==> src/rtl/gcd_lcm_seq.sv <==
// rtl/gcd_lcm_seq.sv - iterative GCD/LCM coprocessor sequencer
//
// Purpose: captures two unsigned operands on an accepted start. It then runs a
// subtractive GCD loop or an additive LCM loop, one step per cycle, and presents
// a registered result for coprocessor write-back.
//
// Ports:
//   clk      - clock, all state updates on the rising edge
//   reset    - synchronous active-high reset
//   start    - launch request, accepted only in IDLE or DONE
//   lcm_sel  - operation select at start: 0 = GCD, 1 = LCM
//   src_a    - operand A, captured at accepted start
//   src_b    - operand B, captured at accepted start
//   busy     - core stall request, high in CHECK / GCD_RUN / LCM_RUN
//   done     - one-cycle pulse, result and err valid
//   result   - registered result, held until the next completion or reset
//   err      - registered overflow / iteration-timeout flag, held with result

module gcd_lcm_seq #(
    parameter int WIDTH    = 32,
    parameter int MAX_ITER = 1024
) (
    input  logic             clk,
    input  logic             reset,
    input  logic             start,
    input  logic             lcm_sel,
    input  logic [WIDTH-1:0] src_a,
    input  logic [WIDTH-1:0] src_b,
    output logic             busy,
    output logic             done,
    output logic [WIDTH-1:0] result,
    output logic             err
);

    localparam int CW = (MAX_ITER > 2) ? $clog2(MAX_ITER) : 1;

    typedef enum logic [2:0] {
        S_IDLE,
        S_CHECK,
        S_GCD_RUN,
        S_LCM_RUN,
        S_DONE
    } state_t;

    state_t           state;
    logic [WIDTH-1:0] m;
    logic [WIDTH-1:0] n;
    logic [WIDTH-1:0] a;
    logic [WIDTH-1:0] b;
    logic             op;
    logic [CW-1:0]    count;

    // Sums are one bit wider so an LCM step that leaves the range shows up as a carry.
    logic [WIDTH:0]   m_sum;
    logic [WIDTH:0]   n_sum;
    logic             last_iter;
    logic             accept;

    assign m_sum     = {1'b0, m} + {1'b0, a};
    assign n_sum     = {1'b0, n} + {1'b0, b};
    assign last_iter = (count == CW'(MAX_ITER - 1));
    assign accept    = start && ((state == S_IDLE) || (state == S_DONE));

    assign busy = (state == S_CHECK) || (state == S_GCD_RUN) || (state == S_LCM_RUN);
    assign done = (state == S_DONE);

    always_ff @(posedge clk) begin
        if (reset) begin
            state  <= S_IDLE;
            m      <= '0;
            n      <= '0;
            a      <= '0;
            b      <= '0;
            op     <= 1'b0;
            count  <= '0;
            result <= '0;
            err    <= 1'b0;
        end else begin
            case (state)
                S_IDLE, S_DONE: begin
                    if (accept) begin
                        a     <= src_a;
                        b     <= src_b;
                        m     <= src_a;
                        n     <= src_b;
                        op    <= lcm_sel;
                        count <= '0;
                        err   <= 1'b0;
                        state <= S_CHECK;
                    end else begin
                        state <= S_IDLE;
                    end
                end

                // Zero operands never converge in either loop, so they are resolved here.
                S_CHECK: begin
                    if (!op) begin
                        if (a == '0) begin
                            result <= b;
                            state  <= S_DONE;
                        end else if (b == '0) begin
                            result <= a;
                            state  <= S_DONE;
                        end else begin
                            state <= S_GCD_RUN;
                        end
                    end else begin
                        if ((a == '0) || (b == '0)) begin
                            result <= '0;
                            state  <= S_DONE;
                        end else begin
                            state <= S_LCM_RUN;
                        end
                    end
                end

                S_GCD_RUN: begin
                    count <= count + 1'b1;
                    if (m == n) begin
                        result <= m;
                        state  <= S_DONE;
                    end else if (last_iter) begin
                        result <= '0;
                        err    <= 1'b1;
                        state  <= S_DONE;
                    end else if (m > n) begin
                        m <= m - n;
                    end else begin
                        n <= n - m;
                    end
                end

                // Both multiples grow toward the LCM; the smaller one takes the step.
                S_LCM_RUN: begin
                    count <= count + 1'b1;
                    if (m == n) begin
                        result <= m;
                        state  <= S_DONE;
                    end else if (last_iter) begin
                        result <= '0;
                        err    <= 1'b1;
                        state  <= S_DONE;
                    end else if (m < n) begin
                        if (m_sum[WIDTH]) begin
                            result <= '0;
                            err    <= 1'b1;
                            state  <= S_DONE;
                        end else begin
                            m <= m_sum[WIDTH-1:0];
                        end
                    end else begin
                        if (n_sum[WIDTH]) begin
                            result <= '0;
                            err    <= 1'b1;
                            state  <= S_DONE;
                        end else begin
                            n <= n_sum[WIDTH-1:0];
                        end
                    end
                end

                default: state <= S_IDLE;
            endcase
        end
    end

endmodule

==> config.mk <==
export PLATFORM = sky130hd
export DESIGN_NAME = gcd_lcm_seq
export DESIGN_NICKNAME = d
export VERILOG_FILES = /design/src/rtl/gcd_lcm_seq.sv
export SDC_FILE = /design/constraint.sdc
export NUM_CORES = 1
export LEC_CHECK = 0
export ABC_AREA = 1
export ABC_CLOCK_PERIOD_IN_PS = 7100
export BUFFER_PORTS_ARGS = -buffer_cell sky130_fd_sc_hd__buf_2
export CAP_MARGIN = 25
export CORE_MARGIN = 3
export CORE_UTILIZATION = 50
export DETAILED_ROUTE_END_ITERATION = 8
export PLACE_DENSITY = 0.68
export SETUP_SLACK_MARGIN = 0.02
export SKIP_CTS_REPAIR_TIMING = 1
export SYNTH_ARGS = -nofsm -noshare
export SYNTH_HDL_FRONTEND = slang
export SYNTH_SLANG_ARGS = --single-unit
==> constraint.sdc <==
create_clock -name clk -period 7.1 [get_ports clk]
set_input_delay 2.13 -clock clk [delete_from_list [all_inputs] [get_ports clk]]
set_output_delay 2.13 -clock clk [all_outputs]
set_load 0.01 [all_outputs]
==> results of run 1 <==
routing by layer:
| layer | vias to the layer above | track usage (%) | share of wire [%] |
|---|---|---|---|
| met3 | 126 | 6.176 | 9.1 |
| met2 | 904 | 57.06 | 43 |
| li1 | 9768 | - | - |
| met5 | - | 0 | 0 |
| met4 | 0 | 12.79 | 3.8 |
| met1 | 9016 | 49.15 | 44 |
cells in the mapped netlist, types with 20 or more instances:
library cell and instances:
buf_2 20, dfxtp_1 175, nand4_1 87, nor2_1 378, nand2_1 911, clkbuf_1 54, nor3_1 20, a21oi_1 245
o21ai_0 169, nand3_1 239, inv_1 390, ha_1 128
layout by cell type (no fill, tap or decap), drive strengths merged, types with 6 or more instances in the layout:
master	count
nand2	925
inv	407
nor2	390
a21oi	248
nand3	243
o21ai	188
dfxtp	175
ha	128
buf	115
nand4	87
nor3	20
o21bai	18
clkbuf	18
nand3b	11
or2	10
clkinv	8
o21a	7
o211ai	7
a21o	7
xnor2	6
how the worst max path moves through the flow:
stage,from,end,slack (ns),cells past startpoint
final,start,count[4],3.22,7
after global routing,start,count[4],2.99,7
after CTS,start,n[17],3.10,10
after detailed placement,start,n[0],2.64,11
after global placement,start,n[2],2.76,10
after floorplan,start,n[12],3.89,11
final cells by class:
| class | instances | area (um^2) |
|---|---|---|
| fill | 3528 | 14670 |
| multi-input combinational | 2329 | 11570 |
| sequential | 175 | 3503 |
| inverter | 402 | 1514 |
| timing repair buffer | 115 | 628.1 |
| tap | 442 | 553.0 |
| clock buffer | 18 | 429.2 |
| clock inverter | 14 | 168.9 |
cell families (layout without fill, tap and decap cells):
family	count (synthesis)	after routing	synth area share [%]
flip-flops	175	175	20.57
buffers and inverters	498	549	11.63
AO/OA/AOI/OAI	492	492	15.50
AND/OR/NAND/NOR	1697	1697	42.01
XOR/XNOR	8	8	0.4115
adder cells (fa/ha/maj)	132	132	9.875
metrics by stage:
stage / total power, mW / std cells / hold slack (ns)
3_5_place_dp: 6.295 / 3462 / 0.4667
4_1_cts: 7.291 / 3494 / 0.4782
5_1_grt: 8.036 / 3495 / 0.4852
6_report: 7.424 / 3495 / 0.4798
3_3_place_gp: 6.231 / 3461 / 0.4563
2_1_floorplan: 4.958 / 3002 / 0.4518
flip-flops by register name, indices dropped and copies added, names as in the netlist:
signal  count
count      10
state       3
m          32
b          32
result     32
err         1
op          1
n          32
a          32
critical path, cell delays in order:
cell and delay (ns):
buf_2 0.11, nand2_4 0.43, buf_4 0.67, inv_1 0.17, nor2_1 0.34, nand2_1 0.10, a221oi_1 0.25
power breakdown:
group	switching [mW]	internal [mW]
Combinational	3.42	1.51
Clock	0.514	0.477
Sequential	0.285	1.22
==> reports/metrics.yaml, run 1 <==
status:
  status: "finished clean"
run:
  max_cap_violations: 0
timing:
  rsz0062_at_grt: "false"
  worst_pin_slew_ns: 1.050
  final.setup.worst_slack_ns: 3.219
  fmax_mhz: 257.7
  hold_viol_final: 0
  drv_slew: 0
  skew_ns: 0.02102
  slew_headroom_pct: 29.90
  setup_viol: 0
  post-route-period-util_pct: 54.66
  period_minus_slack_ns: 3.881
  final.setup.tns_ns: 0
die:
  die_area_mm2: 0.03631
  core_area_mm2: 0.03303
  initial_utilization_pct: 51.55
  die_h_um: 190.5
  rows: 66
  die_x_um: 190.5
  num_io_pins: 103
synth:
  synthArstFlopShare_pct: 0
  synth.area.top_cells: "dfxtp_1, nand2_1, ha_1"
  ys.flop_type: "dfxtp_1"
  yosysSeqAreaShare_pct: 20.57
  avgSynthCellArea_um2: 5.672
  synth_edf_count: 0
  yosysUniqueCellTypes: 53
  syn_inst: 3002
  yosys_warnings: 0
  synth_top_area_share_pct: 20.57
  yosysTopAreaCell: "dfxtp_1"
  ys_ff_latch: 175
  syn_nets: 3202
  synth_area_mm2: 0.01703
cts:
  cts.sinks: 175
  tritoncts: "built"
  cts.path.max_buffers: 2
  htree_num_levels: 4
  root_buffer: "clkbuf_16"
  path_clk_slew_ns: 0.08
  clk_latency_ns: 0.47
  cts_buffers: 17
critical_path:
  r2r_slack_ns: 3.37
  reg2reg_to: "result[20]"
  cp_data_arrival_time_ns: 4.25
  critical_path_required_ns: 7.47
  worstSetupEndpointType: "register"
  setup.worst_path.class: "input port to register"
  rr_startpoint: "a[0]"
  start_kind: "input port"
  worst-path-max-fanout: 76
  r2r_cells: 14
power:
  powerDensity_mw_per_mm2: 404.2
  ir_drop_mv: 0.1930
  p_leak_nw: 9.445
routing:
  postRouteAntennaNets: 0
  dr.pass1.iters: 6
  avgViaCountPerCell: 5.669
  wl_um: 66230
  dr.first_iter.drc_count: 1796
  route.detailed.drc: 0
  vias: 19814
  post_drt_wl_per_cell_um: 18.95
grt:
  grt_pass1_wl_um: 100900
  antenna_found_initial: 0
  grt_usage_pct: 35.92
  grt-ovfl-total: 0
  grt_pass1_vias: 18296
  grt_max_degree: 110
cells_and_area:
  final_util_pct: 55.59
  final_cell_area_mm2: 0.01836
  antenna_cells: 0
  nets: 3240
  drive_gt1_share_pct: 6.747
  syn2layout_area_growth_pct: 7.840
hold_path:
  holdPathStages: 2
  hp-start: "err"
  holdPathEnd: "err"
  hold_path_class: "register to register"
place:
  gp_congestion: 0.9990
  placed_cell_area_mm2: 0.01775
  place_hpwl_um: 54280
  io_buffer_count: 102
  place_ws_ns: 2.637
Power figures use the tool's default switching activity.
==> run 2, diff against run 1 <==
- ABC_CLOCK_PERIOD_IN_PS: 7100 -> 3900
- clock period: 7.1 -> 3.9 ns (I/O delays scaled with it)
==> reports/metrics.yaml, run 2 (synthesis gave the netlist of run 1 again) <==
status:
  status: "finished clean"
critical_path:
  critical_path_required_ns: 4.27
  slowest_delay_ns: 0.57
  worst-path-max-fanout: 34
  setup.worst_path.class: "register to register"
  path_cells: "inv_1, ha_1, nand2_1, nor2_1, nand2_2, nor2_4, nand2_2, nand2_4, inv_2, nand3_4, nand3_2, nor2_4, nor2_1, nor2_1"
  slowest_stage: "nor2_4"
  start_kind: "register"
  cp_data_arrival_time_ns: 3.80
  cpMostUsedCell: "nor2_1"
  worstSetupEndpointType: "register"
cells_and_area:
  multi_input_area_mm2: 0.01157
  seq_area_mm2: 0.003503
  layout_commonest_cell: "nand2_1"
  final_cell_area_mm2: 0.01845
  antenna_cells: 0
  nets: 3250
  final_cell_mix: "nand2_1, inv_1, nor2_1"
  drive_gt1_share_pct: 7.054
  fillCellCount: 3463
  final_util_pct: 55.84
  syn2layout_area_growth_pct: 8.325
timing:
  slew_headroom_pct: 45.06
  rsz0062_at_grt: "false"
  hold_viol_final: 0
  final.setup.tns_ns: 0
  period_minus_slack_ns: 3.427
  worst_pin_slew_ns: 0.8241
  setup_viol: 0
  fmax_mhz: 291.8
  drv_slew: 0
  holdWs_ns: 0.4752
  post-route-period-util_pct: 87.87
  skew_ns: 0.01655
  final.setup.worst_slack_ns: 0.4730
power:
  ir_drop_mv: 0.4083
  powerDensity_mw_per_mm2: 746.5
  p_leak_nw: 9.495
routing:
  wl_um: 69180
  avgViaCountPerCell: 5.723
  wl_met2_um: 29480
  top_layer_used: "met4"
  wl_met1_um: 30210
  post_drt_wl_per_cell_um: 19.74
  postRouteAntennaNets: 0
  dr.first_iter.drc_count: 2330
  dr.pass1.iters: 6
  met3WireLength_um: 6579
  route.detailed.drc: 0
  vias: 20055
run:
  max_cap_violations: 0
grt:
  antenna_found_initial: 0
  grt_usage_pct: 37.47
  grt_pass1_vias: 18607
  grt_pass1_wl_um: 104400
  grt-ovfl-total: 0
  grt_max_degree: 73
die:
  rows: 66
  die_x_um: 190.5
  initial_utilization_pct: 51.55
  die_h_um: 190.5
  core_area_mm2: 0.03303
  num_io_pins: 103
  die_area_mm2: 0.03631
place:
  place_hpwl_um: 56580
  io_buffer_count: 102
  gp_congestion: 1.011
  placed_cell_area_mm2: 0.01787
  place_ws_ns: 0.5866
cts:
  cts.sinks: 175
  cts.path.max_buffers: 2
  tritoncts: "built"
  cts_buffers: 17
  clk_latency_ns: 0.47
  htree_num_levels: 4
  path_clk_slew_ns: 0.07
  root_buffer: "clkbuf_16"
hold_path:
  hold_path_class: "register to register"
run 2: changes by cell type in the layout (fill, tap and decap cells not counted):
cell	delta
clkbuf_8	+2
buf_4	+8
buf_8	-1
clkinvlp_4	+1
clkbuf_1	-1
clkinv_8	-5
clkinv_4	+1
buf_12	+3
inv_6	+2
bufinv_16	+1
clkinv_2	+1
inv_8	-3
run 2: through the flow:
stage | instances | power (mW)
floorplan | 3002 | 9.027
global placement | 3473 | 11.62
detailed placement | 3473 | 11.69
CTS | 3504 | 13.47
global route | 3504 | 14.81
finish | 3504 | 13.77
run 2: worst paths after layout:
| check | depth (start not counted) | endpoint | from | slack [ns] |
|---|---|---|---|---|
| setup / recovery | 14 | result[19] | m[30] | 0.47 |
| hold / removal | 2 | err | err | 0.48 |
| setup reg to reg | 14 | result[19] | m[30] | 0.47 |
| hold reg to reg | 2 | err | err | 0.48 |
run 2: final cells by class:
cell class | instances | area share (%)
tap | 442 | 2.998
sequential | 175 | 18.99
timing repair buffer | 125 | 3.975
clock inverter | 12 | 0.6647
multi-input combinational | 2329 | 62.71
clock buffer | 19 | 2.455
inverter | 402 | 8.207
run 2: layer usage:
metal	GRT usage, %	up-vias
met1	51.75	9105
met3	5.827	140
li1	-	9790
met4	14.96	0
met2	58.61	1020
met5	0	-
run 2: critical path: cells and delay by family (launching register included):
| kind | cells | cell delay [ns] |
|---|---|---|
| and+or+nand+nor | 11 | 2.19 |
| DFF | 1 | 0.54 |
| adders and majority gates | 1 | 0.44 |
| buffers and inverters | 2 | 0.15 |
run 2: power by group:
| part | switching [mW] | internal (mW) |
|---|---|---|
| clock | 0.843 | 0.926 |
| sequential | 0.509 | 2.21 |
| combinational | 6.50 | 2.78 |
